**src/rtl/receiver_packet_capture.sv**
```systemverilog
// Receive-side packet capture: deserializes a 71-bit packet (address, data, CRC) and forwards good packets on valid/ready.
// Latency: out_valid rises on the edge after the crc_done/crc_good cycle; capture spans the start cycle plus PKT_LEN-1 cycles.
// Backpressure: a single output register; a good packet arriving while it is occupied is dropped and flags sticky overflow.
// Optional build macro RX_ADDR_FILTER_EN adds addr_lo/addr_hi and silently drops good packets outside that inclusive window.
module receiver_packet_capture #(
    parameter int ADDR_W       = 19,
    parameter int DATA_W       = 36,
    parameter int CRC_W        = 16,
    parameter int CRC_WAIT_MAX = 4
) (
    input  logic              clock,
    input  logic              reset,
    input  logic              start,
    input  logic              serial_data_in,
    input  logic              crc_done,
    input  logic              crc_good,
`ifdef RX_ADDR_FILTER_EN
    input  logic [ADDR_W-1:0] addr_lo,
    input  logic [ADDR_W-1:0] addr_hi,
`endif
    output logic              out_valid,
    input  logic              out_ready,
    output logic [ADDR_W-1:0] out_addr,
    output logic [DATA_W-1:0] out_data,
    output logic              busy,
    output logic              overflow,
    output logic [15:0]       good_count,
    output logic [15:0]       bad_count
);

    localparam int PKT_LEN = ADDR_W + DATA_W + CRC_W;
    localparam int CNT_W   = $clog2(PKT_LEN + 1);
    localparam int WAIT_W  = $clog2(CRC_WAIT_MAX + 1);

    localparam logic [CNT_W-1:0]  LAST_BIT  = CNT_W'(PKT_LEN - 1);
    localparam logic [WAIT_W-1:0] LAST_WAIT = WAIT_W'(CRC_WAIT_MAX - 1);

    typedef enum logic [1:0] {
        S_IDLE  = 2'd0,
        S_SHIFT = 2'd1,
        S_WAIT  = 2'd2
    } state_t;

    state_t              state_q, state_d;
    logic [PKT_LEN-1:0]  sreg_q, sreg_d;
    logic [CNT_W-1:0]    bit_cnt_q, bit_cnt_d;
    logic [WAIT_W-1:0]   wait_cnt_q, wait_cnt_d;
    logic                out_valid_q, out_valid_d;
    logic [ADDR_W-1:0]   out_addr_q, out_addr_d;
    logic [DATA_W-1:0]   out_data_q, out_data_d;
    logic                overflow_q, overflow_d;
    logic [15:0]         good_cnt_q, good_cnt_d;
    logic [15:0]         bad_cnt_q, bad_cnt_d;

    logic                good_inc;
    logic                bad_inc;
    logic                capture;
    logic                out_free;
    logic                addr_ok;
    logic [ADDR_W-1:0]   pkt_addr;
    logic [DATA_W-1:0]   pkt_data;

    // Fields of a completed packet: address on top, data next, CRC in the low bits (not kept).
    assign pkt_addr = sreg_q[PKT_LEN-1 -: ADDR_W];
    assign pkt_data = sreg_q[CRC_W +: DATA_W];

    // The output register can accept a new packet if empty or being popped this very cycle.
    assign out_free = !out_valid_q || out_ready;

`ifdef RX_ADDR_FILTER_EN
    assign addr_ok = (pkt_addr >= addr_lo) && (pkt_addr <= addr_hi);
`else
    assign addr_ok = 1'b1;
`endif

    // Next-state logic: capture FSM, verdict handling, output register and counters.
    always_comb begin
        state_d     = state_q;
        sreg_d      = sreg_q;
        bit_cnt_d   = bit_cnt_q;
        wait_cnt_d  = wait_cnt_q;
        out_valid_d = out_valid_q && !out_ready;
        out_addr_d  = out_addr_q;
        out_data_d  = out_data_q;
        overflow_d  = overflow_q;
        good_inc    = 1'b0;
        bad_inc     = 1'b0;
        capture     = 1'b0;

        case (state_q)
            S_IDLE: begin
                if (start) begin
                    capture = 1'b1;
                end
            end

            S_SHIFT: begin
                // start is deliberately ignored while a packet is being shifted in.
                sreg_d    = {sreg_q[PKT_LEN-2:0], serial_data_in};
                bit_cnt_d = bit_cnt_q + CNT_W'(1);
                if (bit_cnt_q == LAST_BIT) begin
                    state_d    = S_WAIT;
                    wait_cnt_d = '0;
                end
            end

            S_WAIT: begin
                if (crc_done) begin
                    // A verdict always wins over a coincident start; the new capture follows below.
                    if (crc_good) begin
                        if (!addr_ok) begin
                            // Out-of-window address: dropped without any trace.
                        end else if (out_free) begin
                            out_valid_d = 1'b1;
                            out_addr_d  = pkt_addr;
                            out_data_d  = pkt_data;
                            good_inc    = 1'b1;
                        end else begin
                            overflow_d = 1'b1;
                        end
                    end else begin
                        bad_inc = 1'b1;
                    end
                    state_d = S_IDLE;
                end else if (start || (wait_cnt_q == LAST_WAIT)) begin
                    // Preempted by a new packet or the checker never answered: the pending packet is bad.
                    bad_inc = 1'b1;
                    state_d = S_IDLE;
                end else begin
                    wait_cnt_d = wait_cnt_q + WAIT_W'(1);
                end

                if (start) begin
                    capture = 1'b1;
                end
            end

            default: begin
                state_d = S_IDLE;
            end
        endcase

        // A new capture starts with the first bit in the LSB and one bit counted.
        if (capture) begin
            sreg_d    = {{(PKT_LEN-1){1'b0}}, serial_data_in};
            bit_cnt_d = CNT_W'(1);
            state_d   = S_SHIFT;
        end

        // Counters saturate at all-ones instead of wrapping.
        good_cnt_d = (good_inc && (good_cnt_q != 16'hFFFF)) ? good_cnt_q + 16'd1 : good_cnt_q;
        bad_cnt_d  = (bad_inc  && (bad_cnt_q  != 16'hFFFF)) ? bad_cnt_q  + 16'd1 : bad_cnt_q;
    end

    // State registers; reset discards any partial capture and clears all outputs.
    always_ff @(posedge clock or posedge reset) begin
        if (reset) begin
            state_q     <= S_IDLE;
            sreg_q      <= '0;
            bit_cnt_q   <= '0;
            wait_cnt_q  <= '0;
            out_valid_q <= 1'b0;
            out_addr_q  <= '0;
            out_data_q  <= '0;
            overflow_q  <= 1'b0;
            good_cnt_q  <= '0;
            bad_cnt_q   <= '0;
        end else begin
            state_q     <= state_d;
            sreg_q      <= sreg_d;
            bit_cnt_q   <= bit_cnt_d;
            wait_cnt_q  <= wait_cnt_d;
            out_valid_q <= out_valid_d;
            out_addr_q  <= out_addr_d;
            out_data_q  <= out_data_d;
            overflow_q  <= overflow_d;
            good_cnt_q  <= good_cnt_d;
            bad_cnt_q   <= bad_cnt_d;
        end
    end

    assign out_valid  = out_valid_q;
    assign out_addr   = out_addr_q;
    assign out_data   = out_data_q;
    assign busy       = (state_q != S_IDLE);
    assign overflow   = overflow_q;
    assign good_count = good_cnt_q;
    assign bad_count  = bad_cnt_q;

endmodule

```
**config.mk**
```make
export PLATFORM = sky130hd
export DESIGN_NAME = receiver_packet_capture
export DESIGN_NICKNAME = d
export VERILOG_FILES = /design/src/rtl/receiver_packet_capture.sv
export SDC_FILE = /design/constraint.sdc
export NUM_CORES = 1
export LEC_CHECK = 0
export ABC_AREA = 1
export BUFFER_PORTS_ARGS = -buffer_cell sky130_fd_sc_hd__buf_2
export CAP_MARGIN = 20
export CORE_ASPECT_RATIO = 0.7
export CORE_UTILIZATION = 57
export CTS_BUF_LIST = sky130_fd_sc_hd__clkbuf_16
export CTS_CLUSTER_DIAMETER = 30
export DETAILED_ROUTE_END_ITERATION = 16
export PLACE_DENSITY_LB_ADDON = 0.1
export SLEW_MARGIN = 20
export SYNTH_ARGS = -nofsm -noshare
export SYNTH_HDL_FRONTEND = slang
export SYNTH_SLANG_ARGS = --single-unit
```
**constraint.sdc**
```tcl
create_clock -name clock -period 7.4 [get_ports clock]
set_input_delay 1.48 -clock clock [delete_from_list [all_inputs] [get_ports clock]]
set_output_delay 1.48 -clock clock [all_outputs]
set_load 0.005 [all_outputs]
```
After elaboration in Yosys (flattened, before gate mapping)
Cells that the tools add are included.
- input bits: 7
- bits in latches: 0
- memory bits (read-only): 0
- register bits: 172
- memories: 0
- output and inout bits: 90
- RAM bits: 0
- reduce and logical (&&, ||, !) cells: 16
- equal/unequal tests: 12
- bitwise gates (word level): 1
- $add $sub $neg: 4
- divide/modulo/power cells: 0
- shift-type cells: 0
- $mul: 0
- muxes and demuxes: 27
- $lt $le $gt $ge: 0
- operator list (cell ; number):
    $mux W71 ; 2
    $add A16 B1 Y16 const B ; 2
    $ne A16 B16 Y1 const B ; 2
    $mux W1 ; 14
    $mux W7 ; 2
    $reduce_and A4 Y1 ; 3
    $mux W3 ; 3
    $mux W2 ; 4
    $ne A2 B2 Y1 const B ; 4
    $add A7 B1 Y7 const B ; 1
    $eq A7 B7 Y1 const B ; 1
    $pmux W2 S3 ; 1
    $pmux W3 S2 ; 1
    $reduce_bool A2 Y1 ; 3
    $ne A4 B4 Y1 const B ; 1
    $add A3 B1 Y3 const B ; 1
    $eq A3 B2 Y1 const B ; 1
    $logic_and A1 B1 Y1 ; 3
    $ne A3 B3 Y1 const B ; 1
    $reduce_and A3 Y1 ; 1
    $eq A2 B1 Y1 const B ; 1
    $eq A2 B2 Y1 const B ; 1
    $logic_not A1 Y1 ; 2
    $logic_not A2 Y1 ; 1
    other kinds (3) ; 4

Depth between registers and ports, before layout
Gate-level depths: netlist of run 1.
- depth in word-level cells: 7
- mapped depth: 10
- mapped depth without buffers: 10

Worst setup path before layout of run 1
Ideal clock, no wire load.
- kind: input port to flip-flop
- start: in start
- end: reg sreg_q[10]
- stages on the path: 7
- library setup time: 0.133 ns
- path buffers: 2
- arrival: 2.219 ns
- path slack: 5.048 ns
- data required time: 7.267 ns
- cell sequence: inv_1 nor2_1 inv_1 nand2_1 buf_2 buf_2 o22ai_1
- word-level cells in the longest chain between the ends: 3
- elaborated cells on any way between the ends: 4
- classes of those cells: mux: 3; reduce/logical: 1
- RTL lines (item ; line ; text):
    start: declaration ; 13 ; input logic start,
    $mux W1 (*) ; 92, 133 ;
    $mux W1 (*) ; - ;
    $mux W71 or $reduce_bool A2 Y1 (tied branches) ; - ;
    end signal: assignment ; 170 ; sreg_q <= sreg_d;
    end: declaration ; 45 ; logic [PKT_LEN-1:0] sreg_q, sreg_d;
Mark *: on every way between the ends. The rest lies on a longest branch, timed or not.
A chain may end at the register's enable or synchronous reset.

Worst setup path in the final report of run 1
- start: reg state_q[0]
- end: out busy
- word-level cells in the longest chain between the ends: 1
- RTL lines (item ; line ; text):
    start: declaration ; 44 ; state_t state_q, state_d;
    start signal: assignment ; 169 ; state_q <= state_d;
    $reduce_bool A2 Y1 ; 185 ; assign busy = (state_q != S_IDLE);
    end: declaration ; 25 ; output logic busy,
No other way between the ends.

==> impl_metrics.tcl, run 1 <==
set metrics [dict create \
    worstSetupStartpointType "register" \
    cap_violations 0 \
    setup-tns-final_ps 0 \
    firstDrtPassIters 4 \
    p_int_uw 1790 \
    end_kind "output pin" \
    yosysTopAreaCell "dfrtp_1" \
    routed_via_density 5.33 \
    grt_remaining_overflow 0 \
    wirelength_um 15000 \
    grt_max_degree 111 \
    num_rows 34 \
    slowest_delay_ps 430 \
    cts_sinks 172 \
    area_delta_synth_final_pct 14.9 \
    finalClockSkew_ps 15.8 \
    swShare_pct 29.1 \
    cp.arrival_ps 1280 \
    synth_cells 786 \
    synth_area_um2 7380 \
    layout-drive-gt1-share_pct 20.1 \
    ys_top_cells_by_area "dfrtp_1, nand2_1, o22ai_1, inv_1, o21ai_2" \
    drt_iter0_drc 375 \
    power_switching_uw 735 \
    cts_tree "built" \
    cts_buffers 17 \
    synth_top_area_share_pct 58.3 \
    path_clk_slew_ps 70 \
    post-cts-setup-buffers 0 \
    crit_required_ps 5920 \
    ioPinCount 97 \
    gp_congestion 0.833 \
    core-area_um2 12500 \
    slew_headroom_pct 38.6 \
    die_x_um 138 \
    postSynth.asyncResetShare_pct 100 \
    worst_pin_slew_ps 921 \
    hold_ws_ps 482 \
    clockRootBuffer "clkbuf_16" \
    ant_nets 0 \
    grt_first_pass_wirelength_um 25800 \
    io_buffer_count 96 \
    fillers 990 \
    yosysSeqAreaShare_pct 58.3 \
    critPathTopFamily "flip-flops" \
    cts_max_path_buffers 2 \
    syn_nets 799 \
    p_per_area_nw_per_um2 297 \
    clk_latency_ps 430 \
    fmax_mhz 362 \
    place_hpwl_um 9520 \
    ys_seq_elements 172 \
    clkPwrFrac_pct 36.1 \
    cts_resized 0 \
    status "finished clean" \
    hold_class "reg2reg" \
    grt_use_total_pct 23.9 \
    leakage_uw 0.00422 \
    grt_pass1_vias 5255 \
    nets 887 \
    cp_max_fo 4 \
    critical_path_class "reg2out" \
    antenna_found_initial 0 \
    slew_violations 0 \
    yosys_warnings 0 \
    timing.final.crit_share_pct 37.4 \
    antenna_cells 0 \
    holdBufCountCts 0 \
    seq_power_share_pct 47.4 \
    routedWlPerCell_um 14.3 \
    period_minus_slack_ps 2760 \
    setup_viol 0 \
    avgSynthCellArea_um2 9.39 \
    cp_slowest_cell "dfrtp_1" \
    drc 0 \
    crit_buf_inv 1 \
    die_h_um 97.2 \
    synth-edff-count 0 \
    dieArea_um2 13400 \
    final-hold-violation-count 0 \
    route.vias.total 5590 \
    path_cells "or2_2 > buf_2" \
    start_util_pct 59.0 \
    synthFlopType "dfrtp_1" \
    power_frac_comb_pct 16.4 \
    yosysUniqueCellTypes 28 \
    htree_levels 4 \
    rsz0062_at_grt "false" \
    peakVddDrop_uv 219 \
]
==> area by class of cell <==
cell class | count | area [um2] | area share (%)
sequential | 172 | 4300 | 50.7
multi-input combinational | 467 | 2420 | 28.5
timing repair buffer | 100 | 514 | 6.06
inverter | 116 | 440 | 5.19
clock buffer | 17 | 425 | 5.01
tap | 162 | 203 | 2.39
clock inverter | 15 | 183 | 2.15
==> cells by family (layout without fill, tap and decap cells) <==
kind of cell    Yosys count  count (layout)  synth area share [%]
compound gates          157             157                  13.4
xor+xnor                 13              13                  1.54
flops                   172             172                  58.3
simple gates            291             291                  16.6
fa+ha+maj                 6               6                  1.02
buf+inv                 147             248                  9.10
==> per-stage QoR <==
stage	cells	power (uW)	setup WS, ps	util (%)	instance area (um2)
2_1_floorplan	786	1510	1260	-	7380
3_3_place_gp	1017	1590	4230	63.0	7870
3_5_place_dp	1017	1620	4170	63.0	7870
4_1_cts	1049	2540	4620	67.8	8480
5_1_grt	1049	2650	4420	67.8	8490
6_report	1049	2520	4640	67.8	8490
==> cell usage after synthesis (7+ instances only) <==
| library cell | instances |
|---|---|
| nand2_1 | 198 |
| dfrtp_1 | 172 |
| o21ai_0 | 31 |
| o21ai_1 | 20 |
| nand4_1 | 12 |
| clkbuf_1 | 7 |
| nor2_1 | 42 |
| inv_1 | 114 |
| buf_2 | 10 |
| nand3_1 | 24 |
| buf_6 | 13 |
| xnor2_1 | 10 |
| o22ai_1 | 71 |
| o21ai_2 | 29 |
==> state kept, by name, indices dropped and copies added (netlist names) <==
signal	cells
state_q	2
good_count	16
out_valid	1
wait_cnt_q	3
overflow	1
out_data	36
bit_cnt_q	7
out_addr	19
bad_count	16
sreg_q	71
==> power by group through the flow <==
stage	clock (uW)	sequential, uW	combinational, uW
floorplan	0	1190	319
global placement	0	1200	389
detailed placement	0	1210	409
CTS	922	1200	419
global route	970	1210	470
finish	911	1200	415
==> cells in the final DEF (no fill, tap or decap), types with 3 or more instances in the layout <==
cell / synthesis / layout
xnor2_1: 10 / 10
clkbuf_16: 0 / 17
o22ai_1: 71 / 71
nand2_2: 4 / 5
o21ai_2: 29 / 29
buf_4: 0 / 3
xor2_1: 3 / 3
nor2_1: 42 / 42
dfrtp_1: 172 / 172
inv_6: 0 / 7
ha_1: 6 / 6
a21oi_1: 3 / 3
nand3_1: 24 / 24
nor2_4: 5 / 5
o21ai_0: 31 / 31
nand2_1: 198 / 196
o21ai_1: 20 / 20
inv_1: 114 / 114
buf_2: 10 / 96
nand4_1: 12 / 12
==> worst reg2reg max path: stages, from the launching register on <==
cell,delay (ps)
dfrtp_1,380
inv_1,120
nand2_2,50
buf_4,360
nand2_2,170
buf_4,600
o22ai_1,240
==> metal layers <==
layer	GRT usage (%)	vias up	routed length (um)
li1	-	2736	-
met1	35.1	2717	7300
met2	36.0	120	6840
met3	5.37	17	748
met4	6.34	0	143
met5	0	-	0
==> path summary, 6_finish.rpt <==
check / start / endpoint / slack, ps / cells after the start
min in group asynchronous: reset / good_count[15] / 1260 / 2
hold / removal: out_data[10] / out_data[10] / 480 / 2
max in group asynchronous: reset / wait_cnt_q[1] / 4770 / 3
setup reg to reg: state_q[1] / sreg_q[16] / 5310 / 6
setup / recovery: state_q[0] / busy / 4640 / 2
hold reg to reg: out_data[10] / out_data[10] / 480 / 2
Note: power is estimated with default switching activity, not from simulation.
==> run 2, diff against run 1 <==
clock period = 2.6 ns   (was 7.4 ns; I/O delays follow)
==> run 2 against run 1 <==
Combinational power grew to 2.9 times the previous value. Worst setup slack lost 3800 ps. Clock skew shrank 6.6 ps. Via count grew 0.45%. Hold slack lost 300 ps. Register-to-register slack lost 4500 ps. First-iteration DRC count shrank 15%. Sequential power grew to 2.8 times the previous value. Flip-flop and latch count is the same. Total power grew to 2.8 times the previous value. Clock-buffer cell count is the same. Global-route usage shrank 0.64 points. Critical path type is now reg2reg. Critical endpoint is now good_count[2].
==> impl_metrics.tcl, run 2 (synthesis gave the netlist of run 1 again) <==
set metrics [dict create \
    num_rows 34 \
    holdBufCountCts 0 \
    cts_resized 0 \
    cts_buffers 17 \
    largest_register "sreg_q" \
    period_minus_slack_ps 1810 \
    io_buffer_count 96 \
    setup-tns-final_ps 0 \
    path_clk_slew_ps 70 \
    timing.final.crit_share_pct 69.5 \
    grt_max_degree 111 \
    wirelength_um 14800 \
    setup_viol 0 \
    worstSetupStartpointType "register" \
    dieArea_um2 13400 \
    start_util_pct 59.0 \
    grt_remaining_overflow 0 \
    finalInstanceArea_um2 8510 \
    worst_pin_slew_ps 640 \
    finalClockSkew_ps 9.24 \
    hold_ws_ps 178 \
    place_hpwl_um 9480 \
    ioPinCount 97 \
    clockRootBuffer "clkbuf_16" \
    dp.cells 1021 \
    leakage_uw 0.00422 \
    peakVddDrop_uv 595 \
    layout_common_cells "nand2_1, dfrtp_1, inv_1" \
    cp.arrival_ps 2090 \
    grt_first_pass_wirelength_um 25100 \
    post-cts-setup-buffers 0 \
    final-hold-violation-count 0 \
    end_kind "register" \
    rsz0062_at_grt "false" \
    gp_congestion 0.932 \
    status "finished clean" \
    fmax_mhz 554 \
    mostFrequentLayoutCell "nand2_1" \
    critical_path_class "reg2reg" \
    routed_via_density 5.34 \
    antenna_cells 0 \
    routedWlPerCell_um 14.0 \
    final_core_util_pct 68.1 \
    die_h_um 97.2 \
    layout-drive-gt1-share_pct 20.3 \
    fillers 999 \
    slew_violations 0 \
    route.vias.total 5615 \
    drc 0 \
    cp_max_fo 13 \
    core-area_um2 12500 \
    clk_latency_ps 430 \
    ant_nets 0 \
    hold_class "in2async" \
    die_x_um 138 \
    grt_pass1_vias 5277 \
    post_dp_cell_area_um2 7950 \
    htree_levels 4 \
    area_delta_synth_final_pct 15.3 \
    cap_violations 0 \
    cts_max_path_buffers 2 \
    worstRegToRegCells 6 \
    antenna_found_initial 0 \
    layout.cells.non_filler 1052 \
    slew_headroom_pct 57.2 \
    firstDrtPassIters 7 \
    p_per_area_nw_per_um2 825 \
    largest_register_ffs 71 \
    crit_required_ps 2890 \
    cts_sinks 172 \
    cts_tree "built" \
    grt_use_total_pct 23.3 \
    nets 891 \
    drt_iter0_drc 319 \
]
-- run 2: cell count changes in the layout (fill, tap and decap cells not counted), sizes merged --
cell	previous run	this run
bufinv	2	1
clkinv	5	2
inv	124	122
buf	100	104
clkinvlp	0	5
-- run 2: worst paths after layout --
kind                                start             end  slack (ps)
setup reg to reg            good_count[0]   good_count[2]         790
setup / recovery            good_count[0]   good_count[2]         790
hold reg to reg              out_data[26]    out_data[26]         480
hold / removal                      reset  good_count[11]         180
max in group asynchronous           reset     out_addr[9]        1610
min in group clock         serial_data_in       sreg_q[0]         300
-- run 2: power by group --
| group | internal, uW | switching, uW | leakage [uW] | total (uW) |
|---|---|---|---|---|
| Combinational | 441 | 757 | 0.00168 | 1200 |
| Clock | 1330 | 1100 | 0.000264 | 2440 |
| Sequential | 3200 | 192 | 0.00227 | 3390 |
-- run 2: stage by stage --
stage	worst slack [ps]	total power, uW
global placement	877	4550
detailed placement	781	4620
CTS	783	7090
finish	794	7020
floorplan	-117	4310
global route	653	7390
-- run 2: routing by layer --
| layer | track usage [%] | vias up | part of all wire, % |
|---|---|---|---|
| met5 | 0 | - | 0 |
| met4 | 7.78 | 0 | 1.3 |
| met3 | 4.68 | 19 | 4.8 |
| met2 | 34.9 | 146 | 47 |
| met1 | 34.1 | 2717 | 47 |
| li1 | - | 2733 | - |
-- run 2: area by class of cell --
| class | count | area [um2] | area share [%] |
|---|---|---|---|
| flip-flops and latches | 172 | 4300 | 50.6 |
| clock inverters | 14 | 135 | 1.59 |
| inverters | 116 | 439 | 5.16 |
| multi-input cells | 467 | 2420 | 28.4 |
| clock buffers | 17 | 425 | 5.00 |
| repair buffers | 104 | 591 | 6.94 |
| well taps | 162 | 203 | 2.38 |
-- run 2: worst max-delay path: stages (launching register included) --
cell and delay (ps):
dfrtp_1 450, ha_1 240, nand2_1 90, nor2_2 120
nand2_2 130, o21ai_2 480, o21ai_0 160
